===== config.mk =====
export PLATFORM = sky130hd
export DESIGN_NAME = br_predict_gshare_flat
export DESIGN_NICKNAME = d
export VERILOG_FILES = /design/src/rtl/br_predict_gshare_if.sv /design/src/rtl/br_predict_gshare.sv /design/src/flat_wrapper.sv
export SDC_FILE = /design/constraint.sdc
export NUM_CORES = 2
export LEC_CHECK = 0
export ABC_AREA = 1
export CAP_MARGIN = 10
export CELL_PAD_IN_SITES_DETAIL_PLACEMENT = 1
export CELL_PAD_IN_SITES_GLOBAL_PLACEMENT = 2
export CORE_ASPECT_RATIO = 1.5
export CORE_UTILIZATION = 38
export CTS_CLUSTER_DIAMETER = 100
export DETAILED_ROUTE_END_ITERATION = 6
export MAX_ROUTING_LAYER = met4
export PLACE_DENSITY_LB_ADDON = 0.1
export SLEW_MARGIN = 10
export SYNTH_ARGS = -nofsm -noshare
export SYNTH_HDL_FRONTEND = slang
export SYNTH_SLANG_ARGS = --single-unit

===== constraint.sdc =====
create_clock -name i_clk -period 8.95 [get_ports i_clk]
set_input_delay 1.3425 -clock i_clk [delete_from_list [all_inputs] [get_ports i_clk]]
set_output_delay 1.3425 -clock i_clk [all_outputs]
set_load 0.05 [all_outputs]

===== src/rtl/br_predict_gshare_if.sv =====
// Fetch/resolve port bundle for br_predict_gshare.
//   master : pipeline side; drives fetch and update fields, observes prediction
//            and statistics outputs.
//   slave  : predictor side.
// Fetch : i_fetch_pc, i_fetch_en -> o_pred_hit/taken/target/pht_idx/ghr
// Update: i_upd_en, i_upd_is_jump, i_upd_pc, i_upd_taken, i_upd_target,
//         i_upd_pht_idx, i_upd_ghr, i_upd_mispred
// Stats : o_branch_cnt, o_mispred_cnt
interface br_predict_gshare_if #(
  parameter int PHT_IDX_W = 8,
  parameter int GHR_W     = 8,
  parameter int CNT_W     = 32
);
  logic [31:0]          i_fetch_pc;
  logic                 i_fetch_en;
  logic                 o_pred_hit;
  logic                 o_pred_taken;
  logic [31:0]          o_pred_target;
  logic [PHT_IDX_W-1:0] o_pred_pht_idx;
  logic [GHR_W-1:0]     o_pred_ghr;
  logic                 i_upd_en;
  logic                 i_upd_is_jump;
  logic [31:0]          i_upd_pc;
  logic                 i_upd_taken;
  logic [31:0]          i_upd_target;
  logic [PHT_IDX_W-1:0] i_upd_pht_idx;
  logic [GHR_W-1:0]     i_upd_ghr;
  logic                 i_upd_mispred;
  logic [CNT_W-1:0]     o_branch_cnt;
  logic [CNT_W-1:0]     o_mispred_cnt;

  modport master (
    output i_fetch_pc, i_fetch_en,
    output i_upd_en, i_upd_is_jump, i_upd_pc, i_upd_taken, i_upd_target,
    output i_upd_pht_idx, i_upd_ghr, i_upd_mispred,
    input  o_pred_hit, o_pred_taken, o_pred_target, o_pred_pht_idx, o_pred_ghr,
    input  o_branch_cnt, o_mispred_cnt
  );

  modport slave (
    input  i_fetch_pc, i_fetch_en,
    input  i_upd_en, i_upd_is_jump, i_upd_pc, i_upd_taken, i_upd_target,
    input  i_upd_pht_idx, i_upd_ghr, i_upd_mispred,
    output o_pred_hit, o_pred_taken, o_pred_target, o_pred_pht_idx, o_pred_ghr,
    output o_branch_cnt, o_mispred_cnt
  );
endinterface


===== src/rtl/br_predict_gshare.sv =====
// Gshare branch predictor: tagged BTB, PHT of 2-bit counters indexed by
// PC ^ GHR, speculative GHR with checkpoint recovery, saturating statistics.
// Ports:
//   i_clk   : clock, all state on rising edge
//   i_rst_n : asynchronous active-low reset
//   bp      : br_predict_gshare_if.slave (fetch lookup, EX update, counters)
module br_predict_gshare #(
  parameter int         BTB_IDX_W = 6,
  parameter int         TAG_W     = 8,
  parameter int         PHT_IDX_W = 8,
  parameter int         GHR_W     = 8,
  parameter logic [1:0] CTR_INIT  = 2'b01,
  parameter int         CNT_W     = 32
) (
  input logic              i_clk,
  input logic              i_rst_n,
  br_predict_gshare_if.slave bp
);

  if (GHR_W < 1 || GHR_W > PHT_IDX_W) begin : g_bad_ghr_w
    $error("br_predict_gshare: GHR_W must be in 1..PHT_IDX_W");
  end

  localparam int BTB_N = 1 << BTB_IDX_W;
  localparam int PHT_N = 1 << PHT_IDX_W;

  logic [BTB_N-1:0] btb_valid;
  logic [BTB_N-1:0] btb_jump;
  logic [TAG_W-1:0] btb_tag [BTB_N];
  logic [29:0]      btb_tgt [BTB_N];
  logic [1:0]       pht     [PHT_N];
  logic [GHR_W-1:0] ghr;
  logic [CNT_W-1:0] branch_cnt;
  logic [CNT_W-1:0] mispred_cnt;

  logic [BTB_IDX_W-1:0] f_idx, u_idx;
  logic [TAG_W-1:0]     f_tag, u_tag;
  logic [PHT_IDX_W-1:0] f_pht_idx;
  logic                 f_hit, f_taken, f_is_jump;
  logic                 upd_recover;

  // Shift a direction bit into history; the shift form stays legal for GHR_W == 1.
  function automatic logic [GHR_W-1:0] ghr_push(input logic [GHR_W-1:0] h, input logic b);
    return (h << 1) | GHR_W'(b);
  endfunction

  function automatic logic [1:0] ctr_sat(input logic [1:0] c, input logic up);
    if (up) return (c == 2'b11) ? c : c + 2'd1;
    else    return (c == 2'b00) ? c : c - 2'd1;
  endfunction

  assign f_idx     = bp.i_fetch_pc[BTB_IDX_W+1:2];
  assign f_tag     = bp.i_fetch_pc[BTB_IDX_W+TAG_W+1:BTB_IDX_W+2];
  assign u_idx     = bp.i_upd_pc[BTB_IDX_W+1:2];
  assign u_tag     = bp.i_upd_pc[BTB_IDX_W+TAG_W+1:BTB_IDX_W+2];
  assign f_pht_idx = bp.i_fetch_pc[PHT_IDX_W+1:2] ^ PHT_IDX_W'(ghr);

  assign f_hit     = btb_valid[f_idx] && (btb_tag[f_idx] == f_tag);
  assign f_is_jump = btb_jump[f_idx];
  assign f_taken   = f_hit && (f_is_jump || pht[f_pht_idx][1]);

  assign bp.o_pred_hit     = f_hit;
  assign bp.o_pred_taken   = f_taken;
  assign bp.o_pred_target  = f_hit ? {btb_tgt[f_idx], 2'b00} : 32'h0;
  assign bp.o_pred_pht_idx = f_pht_idx;
  assign bp.o_pred_ghr     = ghr;
  assign bp.o_branch_cnt   = branch_cnt;
  assign bp.o_mispred_cnt  = mispred_cnt;

  assign upd_recover = bp.i_upd_en && bp.i_upd_mispred;

  // Recovery from the carried checkpoint overrides the speculative shift.
  always_ff @(posedge i_clk or negedge i_rst_n) begin
    if (!i_rst_n) begin
      ghr <= '0;
    end else if (upd_recover) begin
      ghr <= bp.i_upd_is_jump ? bp.i_upd_ghr : ghr_push(bp.i_upd_ghr, bp.i_upd_taken);
    end else if (bp.i_fetch_en && f_hit && !f_is_jump) begin
      ghr <= ghr_push(ghr, f_taken);
    end
  end

  always_ff @(posedge i_clk or negedge i_rst_n) begin
    if (!i_rst_n) begin
      for (int i = 0; i < PHT_N; i++) pht[i] <= CTR_INIT;
    end else if (bp.i_upd_en && !bp.i_upd_is_jump) begin
      pht[bp.i_upd_pht_idx] <= ctr_sat(pht[bp.i_upd_pht_idx], bp.i_upd_taken);
    end
  end

  // Only taken outcomes allocate; a not-taken branch never touches the BTB.
  always_ff @(posedge i_clk or negedge i_rst_n) begin
    if (!i_rst_n) begin
      btb_valid <= '0;
    end else if (bp.i_upd_en && bp.i_upd_taken) begin
      btb_valid[u_idx] <= 1'b1;
    end
  end

  // Payload needs no reset: it is qualified by btb_valid.
  always_ff @(posedge i_clk) begin
    if (bp.i_upd_en && bp.i_upd_taken) begin
      btb_tag[u_idx]  <= u_tag;
      btb_tgt[u_idx]  <= bp.i_upd_target[31:2];
      btb_jump[u_idx] <= bp.i_upd_is_jump;
    end
  end

  always_ff @(posedge i_clk or negedge i_rst_n) begin
    if (!i_rst_n) begin
      branch_cnt  <= '0;
      mispred_cnt <= '0;
    end else if (bp.i_upd_en) begin
      if (branch_cnt != '1) branch_cnt <= branch_cnt + 1'b1;
      if (bp.i_upd_mispred && mispred_cnt != '1) mispred_cnt <= mispred_cnt + 1'b1;
    end
  end

  logic unused_ok;
  assign unused_ok = ^{bp.i_fetch_pc, bp.i_upd_pc, bp.i_upd_target[1:0]};

endmodule


===== src/flat_wrapper.sv =====
// flat-port wrapper written by rule: the top's interface ports become plain ports
module br_predict_gshare_flat 
#(
  parameter int         BTB_IDX_W = 6,
  parameter int         TAG_W     = 8,
  parameter int         PHT_IDX_W = 8,
  parameter int         GHR_W     = 8,
  parameter logic [1:0] CTR_INIT  = 2'b01,
  parameter int         CNT_W     = 32
)
  (i_clk, i_rst_n, bp_i_fetch_pc, bp_i_fetch_en, bp_i_upd_en, bp_i_upd_is_jump, bp_i_upd_pc, bp_i_upd_taken, bp_i_upd_target, bp_i_upd_pht_idx, bp_i_upd_ghr, bp_i_upd_mispred, bp_o_pred_hit, bp_o_pred_taken, bp_o_pred_target, bp_o_pred_pht_idx, bp_o_pred_ghr, bp_o_branch_cnt, bp_o_mispred_cnt);
  br_predict_gshare_if #(.PHT_IDX_W(PHT_IDX_W), .GHR_W(GHR_W), .CNT_W(CNT_W)) bp_i ();
  input logic i_clk;
  input logic i_rst_n;
  input wire logic [$bits(bp_i.i_fetch_pc)-1:0] bp_i_fetch_pc;
  input wire logic [$bits(bp_i.i_fetch_en)-1:0] bp_i_fetch_en;
  input wire logic [$bits(bp_i.i_upd_en)-1:0] bp_i_upd_en;
  input wire logic [$bits(bp_i.i_upd_is_jump)-1:0] bp_i_upd_is_jump;
  input wire logic [$bits(bp_i.i_upd_pc)-1:0] bp_i_upd_pc;
  input wire logic [$bits(bp_i.i_upd_taken)-1:0] bp_i_upd_taken;
  input wire logic [$bits(bp_i.i_upd_target)-1:0] bp_i_upd_target;
  input wire logic [$bits(bp_i.i_upd_pht_idx)-1:0] bp_i_upd_pht_idx;
  input wire logic [$bits(bp_i.i_upd_ghr)-1:0] bp_i_upd_ghr;
  input wire logic [$bits(bp_i.i_upd_mispred)-1:0] bp_i_upd_mispred;
  output wire logic [$bits(bp_i.o_pred_hit)-1:0] bp_o_pred_hit;
  output wire logic [$bits(bp_i.o_pred_taken)-1:0] bp_o_pred_taken;
  output wire logic [$bits(bp_i.o_pred_target)-1:0] bp_o_pred_target;
  output wire logic [$bits(bp_i.o_pred_pht_idx)-1:0] bp_o_pred_pht_idx;
  output wire logic [$bits(bp_i.o_pred_ghr)-1:0] bp_o_pred_ghr;
  output wire logic [$bits(bp_i.o_branch_cnt)-1:0] bp_o_branch_cnt;
  output wire logic [$bits(bp_i.o_mispred_cnt)-1:0] bp_o_mispred_cnt;
  assign bp_i.i_fetch_pc = bp_i_fetch_pc;
  assign bp_i.i_fetch_en = bp_i_fetch_en;
  assign bp_i.i_upd_en = bp_i_upd_en;
  assign bp_i.i_upd_is_jump = bp_i_upd_is_jump;
  assign bp_i.i_upd_pc = bp_i_upd_pc;
  assign bp_i.i_upd_taken = bp_i_upd_taken;
  assign bp_i.i_upd_target = bp_i_upd_target;
  assign bp_i.i_upd_pht_idx = bp_i_upd_pht_idx;
  assign bp_i.i_upd_ghr = bp_i_upd_ghr;
  assign bp_i.i_upd_mispred = bp_i_upd_mispred;
  assign bp_o_pred_hit = bp_i.o_pred_hit;
  assign bp_o_pred_taken = bp_i.o_pred_taken;
  assign bp_o_pred_target = bp_i.o_pred_target;
  assign bp_o_pred_pht_idx = bp_i.o_pred_pht_idx;
  assign bp_o_pred_ghr = bp_i.o_pred_ghr;
  assign bp_o_branch_cnt = bp_i.o_branch_cnt;
  assign bp_o_mispred_cnt = bp_i.o_mispred_cnt;
  br_predict_gshare #(.BTB_IDX_W(BTB_IDX_W), .TAG_W(TAG_W), .PHT_IDX_W(PHT_IDX_W), .GHR_W(GHR_W), .CTR_INIT(CTR_INIT), .CNT_W(CNT_W)) u_core (.i_clk(i_clk), .i_rst_n(i_rst_n), .bp(bp_i));
endmodule

==> reports/results.env <==
WORST_CLOCK_SKEW_PS=42.0
FINAL_COMMON_CELL='nand2_1'
CORE_AREA_UM2=349000
FINAL_CELL_AREA_UM2=152000
GRT_PASS1_WL_MM=757
RELSLEWSLACK_PCT=13.5
PEAKVDDDROP_V=0.000201
TRITONCTS_CLOCK_TREE='yes'
MOST-COMMON-LAYOUT-CELLS='nand2_1 (3248), edfxtp_1 (2496), nand3_1 (1117), o21ai_0 (615), nor2_1 (614)'
SETUP_TOTAL_NEGATIVE_SLACK_PS=0
DETAILED_PLACE.AREA_UM2=141000
PWR-SHARE-SEQ_PCT=49.1
SYNTH.YOSYS.WARNINGS=0
CRIT_ARRIVAL_PS=6370
MAX_FREQ_MHz=130
GRT_ANTENNA_BEFORE_REPAIR=40
DRC=0
HOLD_BUFFERS=0
TIMING.CRITICAL_PATH.TO_TYPE='primary output'
LARGEST_BUFFER_COUNT_ON_ANY_CLOCK_PATH=4
CTS_NUM_SINKS=3144
POWER_FRAC_COMB_PCT=8.3
DIE-AREA_UM2=353000
RR_ENDPOINT='u_core.pht[274]'
MIN-DELAY-PATH-CLASS='primary input to asynchronous set/reset pin'
MULTIINPUTGATEAREA_UM2=36900
INITIAL_DRC_COUNT=7905
SETUP.REG_TO_REG.WORST_SLACK_PS=4740
CRITPATHMOSTFREQUENTCELL='nand3_1'
CRIT_TYPE='primary input to primary output'
POWER.CLOCK.FRACTION_PCT=42.6
WORST_R2R_STARTPOINT='u_core.pht[217]'
POST-DP-HPWL_MM=305
WIRE_PER_INST_UM=31.4
SLOWEST_DELAY_PS=610
SYNTH_MUX_AREA_SHARE_PCT=0
P_INT_uW=24500
WORSTPATHMAXFANOUT=99
ANT_NETS=0
PATH_BUF_INV=6
TOP_LEVEL_PORTS=233
ASYNC_RESET_FF_SHARE_PCT=20.6
SYNTH_TOP_FAMILY_BY_AREA='simple AND/OR/NAND/NOR gates'
CTS_MADE_BUFFERS=331
DIEWIDTH_UM=486
CRIT_PATH_TOP_DELAY_CELL='a21oi_1'
SYNTH_TOP_CELLS_BY_AREA='edfxtp_1 (56%), nand2_1 (9.2%), dfrtp_1 (7.4%)'
LAYOUT-DRIVE-GT1-SHARE_PCT=10.0
WORSTREGTOREGCELLS=15
POST_SYNTH_AND_OR_NAND_NOR_AREA_FRACTION_PCT=16.9
DRT_WL_TOTAL_MM=533
GROUTE.USAGE.OVERALL_PCT=30.6
SYNTH-EDFF-COUNT=2496
CTS-HTREE-LEVELS=5
LAYOUT-AREA-OVERHEAD-VS-SYNTH_PCT=13.7
OUTCOME='completed'
FINALNETCOUNT=12200
CP.REQUIRED_PS=7610
GP_ROUTABILITY_CONGESTION=0.865
GR-TOTAL-OVERFLOW=0
POST_SYNTH_INSTANCE_AREA_UM2=133000
SLEW_VIOLATIONS=0
FINAL_PERIOD_MINUS_WORST_SETUP_SLACK_PS=7710
POSTSYNTHCELLCOUNT=12200
FINAL.FILL_COUNT=37100
POWER_DENSITY_nW_PER_UM2=216
REGISTER_AREA_UM2=91500
CAP_VIOLATIONS=0
INITIAL_CORE_UTIL_PCT=38.2
SETUP_VIOL=0
AVGSYNTHCELLAREA_UM2=11.0
POSTSYNTHREGISTERBITS=3144
CLOCK_INSERTION_DELAY_WORST_SKEW_PS=920
SYNTH-MAIN-FF-CELL='edfxtp_1'
POST_SYNTH_XOR_AREA_FRACTION_PCT=0.446
START_KIND='primary input'
ROWS=266
NUM_VIAS=99400
GRT_START_MAX_NET_PINS=157
YOSYS.AREA.TOP_TYPE='edfxtp_1'
CTS.ROOT.BUFFER_CELL='clkbuf_16'
SYNTH-COMPOUND-AREA-SHARE_PCT=9.86
DRT_PRE_ANTENNA_ITERS=5
VIA_COUNT_OF_THE_FIRST_GLOBAL_ROUTING_PASS=105000
TIMING.FINAL.CRIT_SHARE_PCT=86.2
YOSYSUNIQUECELLTYPES=42
PATH_CELLS='buf_8 -> inv_8 -> buf_4 -> buf_4 -> nand2_1 -> nand3_1 -> nand3_1 -> nand3_1 -> nand3_1 -> nand3_1 -> nand2_1 -> nand2_1 -> nand2_1 -> nor2_1 -> nand3_1 -> nor2_4 -> buf_12 -> nand2_1 -> a21oi_1 -> buf_12'
DIE_HEIGHT_UM=728
TIMING_WORST_SLEW_PIN_VALUE_PS=1300
POST_DRT_VIA_CELL_RATIO=5.86
P_LEAK_uW=0.0540
SYNTH_SEQ_AREA_SHARE_PCT=68.6
RSZ0062_AT_GRT='false'
POST-SYNTH-TOP-AREA-FRACTION_PCT=56.2
CTS.REPORTEDPATHS.CLKPINSLEW_PS=60
P_SW_SHARE_PCT=25.1
CTS.REPAIR.RESIZED=0
CTS_POST_SETUP_BUFFERS_INSERTED=0
CP_TOP_FAMILY='simple AND/OR/NAND/NOR gates'
SYNTHADDERAREAFRAC_PCT=0.0188
FINAL_HOLD_VIOLATIONS=0
PORT_BUFFERS=192
SWITCHINGPOWER_uW=8230
-- flip-flops by register name (all words and copies together), names as in the netlist --
signal / count
u_core.btb_jump: 64
u_core.bp.o_pred_ghr: 8
u_core.bp.o_branch_cnt: 32
u_core.btb_tag: 512
u_core.pht: 512
u_core.bp.o_mispred_cnt: 32
u_core.btb_tgt: 1920
u_core.btb_valid: 64
-- area by class of cell --
class                   instances  share of cell area [%]
flip-flops and latches       3144                    60.3
multi-input cells            7593                    24.3
clock buffers                 424                    5.92
well taps                    4556                    3.76
repair buffers                449                    2.99
inverters                     597                    1.50
clock inverters               173                    1.10
diodes                         26                  0.0429
-- layer usage --
metal	part of all wire (%)	global-route usage (%)
met1	38	34.3
met4	6.1	16.3
met3	4.4	3.11
met5	0	-
met2	52	53.7
-- cell families after synthesis --
| group | Yosys count |
|---|---|
| buffers and inverters | 1416 |
| DFF | 3144 |
| other | 1 |
| and+or+nand+nor | 5449 |
| xor gates and xnor gates | 68 |
| AOI/OAI and AO/OA | 2072 |
| adders and majority gates | 2 |
-- synth_stat cells (2+ instances only) --
library cell and number:
nor2_1 683, or2_0 2, buf_4 27, nand3_1 1117, nor4_1 17, nor3_1 253, o21ai_1 24, clkbuf_1 512
o21ai_0 615, a22oi_1 152, a21oi_1 586, nand3b_1 5, dfrtp_1 392, o221ai_1 221, clkinv_1 9, edfxtp_1 2496
buf_1 129, o211ai_1 16, o22ai_1 81, a221oi_1 228, a32o_1 32, o31ai_1 7, inv_2 6, ha_1 2
o32ai_1 5, a31oi_1 8, nand4_1 24, xnor2_1 22, dfstp_2 256, or2_2 73, xor2_1 46, and3_1 15
buf_2 151, nand2_1 3256, inv_1 582, o311ai_0 96
-- power by group through the flow --
stage	clock, uW	combinational [uW]	sequential (uW)
3_3_place_gp	0	2660	16400
3_5_place_dp	0	2720	16400
5_1_grt	14600	2890	16100
6_report	13900	2730	16100
4_1_cts	14200	2730	16100
2_1_floorplan	0	1270	16500
-- stage by stage --
step	setup WS [ps]	std cells	utilization [%]	total power (uW)	hold slack, ps
5_1_grt	1220	17000	43.4	33600	356
6_report	1240	17000	43.4	32700	361
4_1_cts	1390	16900	43.4	33000	321
3_5_place_dp	1410	16300	40.3	19100	454
3_3_place_gp	1370	16300	40.3	19000	451
2_1_floorplan	3390	12200	-	17700	440
-- worst max-delay path by stage --
stage / startpoint / end / slack [ps] / cells past startpoint
global placement: bp_i_fetch_pc[2] / bp_o_pred_target[29] / 1370 / 20
floorplan: bp_i_fetch_pc[2] / bp_o_pred_target[27] / 3390 / 19
detailed placement: bp_i_fetch_pc[2] / bp_o_pred_target[29] / 1410 / 20
finish: bp_i_fetch_pc[2] / bp_o_pred_target[29] / 1240 / 20
CTS: bp_i_fetch_pc[2] / bp_o_pred_target[29] / 1390 / 20
global route: bp_i_fetch_pc[2] / bp_o_pred_target[29] / 1220 / 20
(Power assumes the default switching activity.)
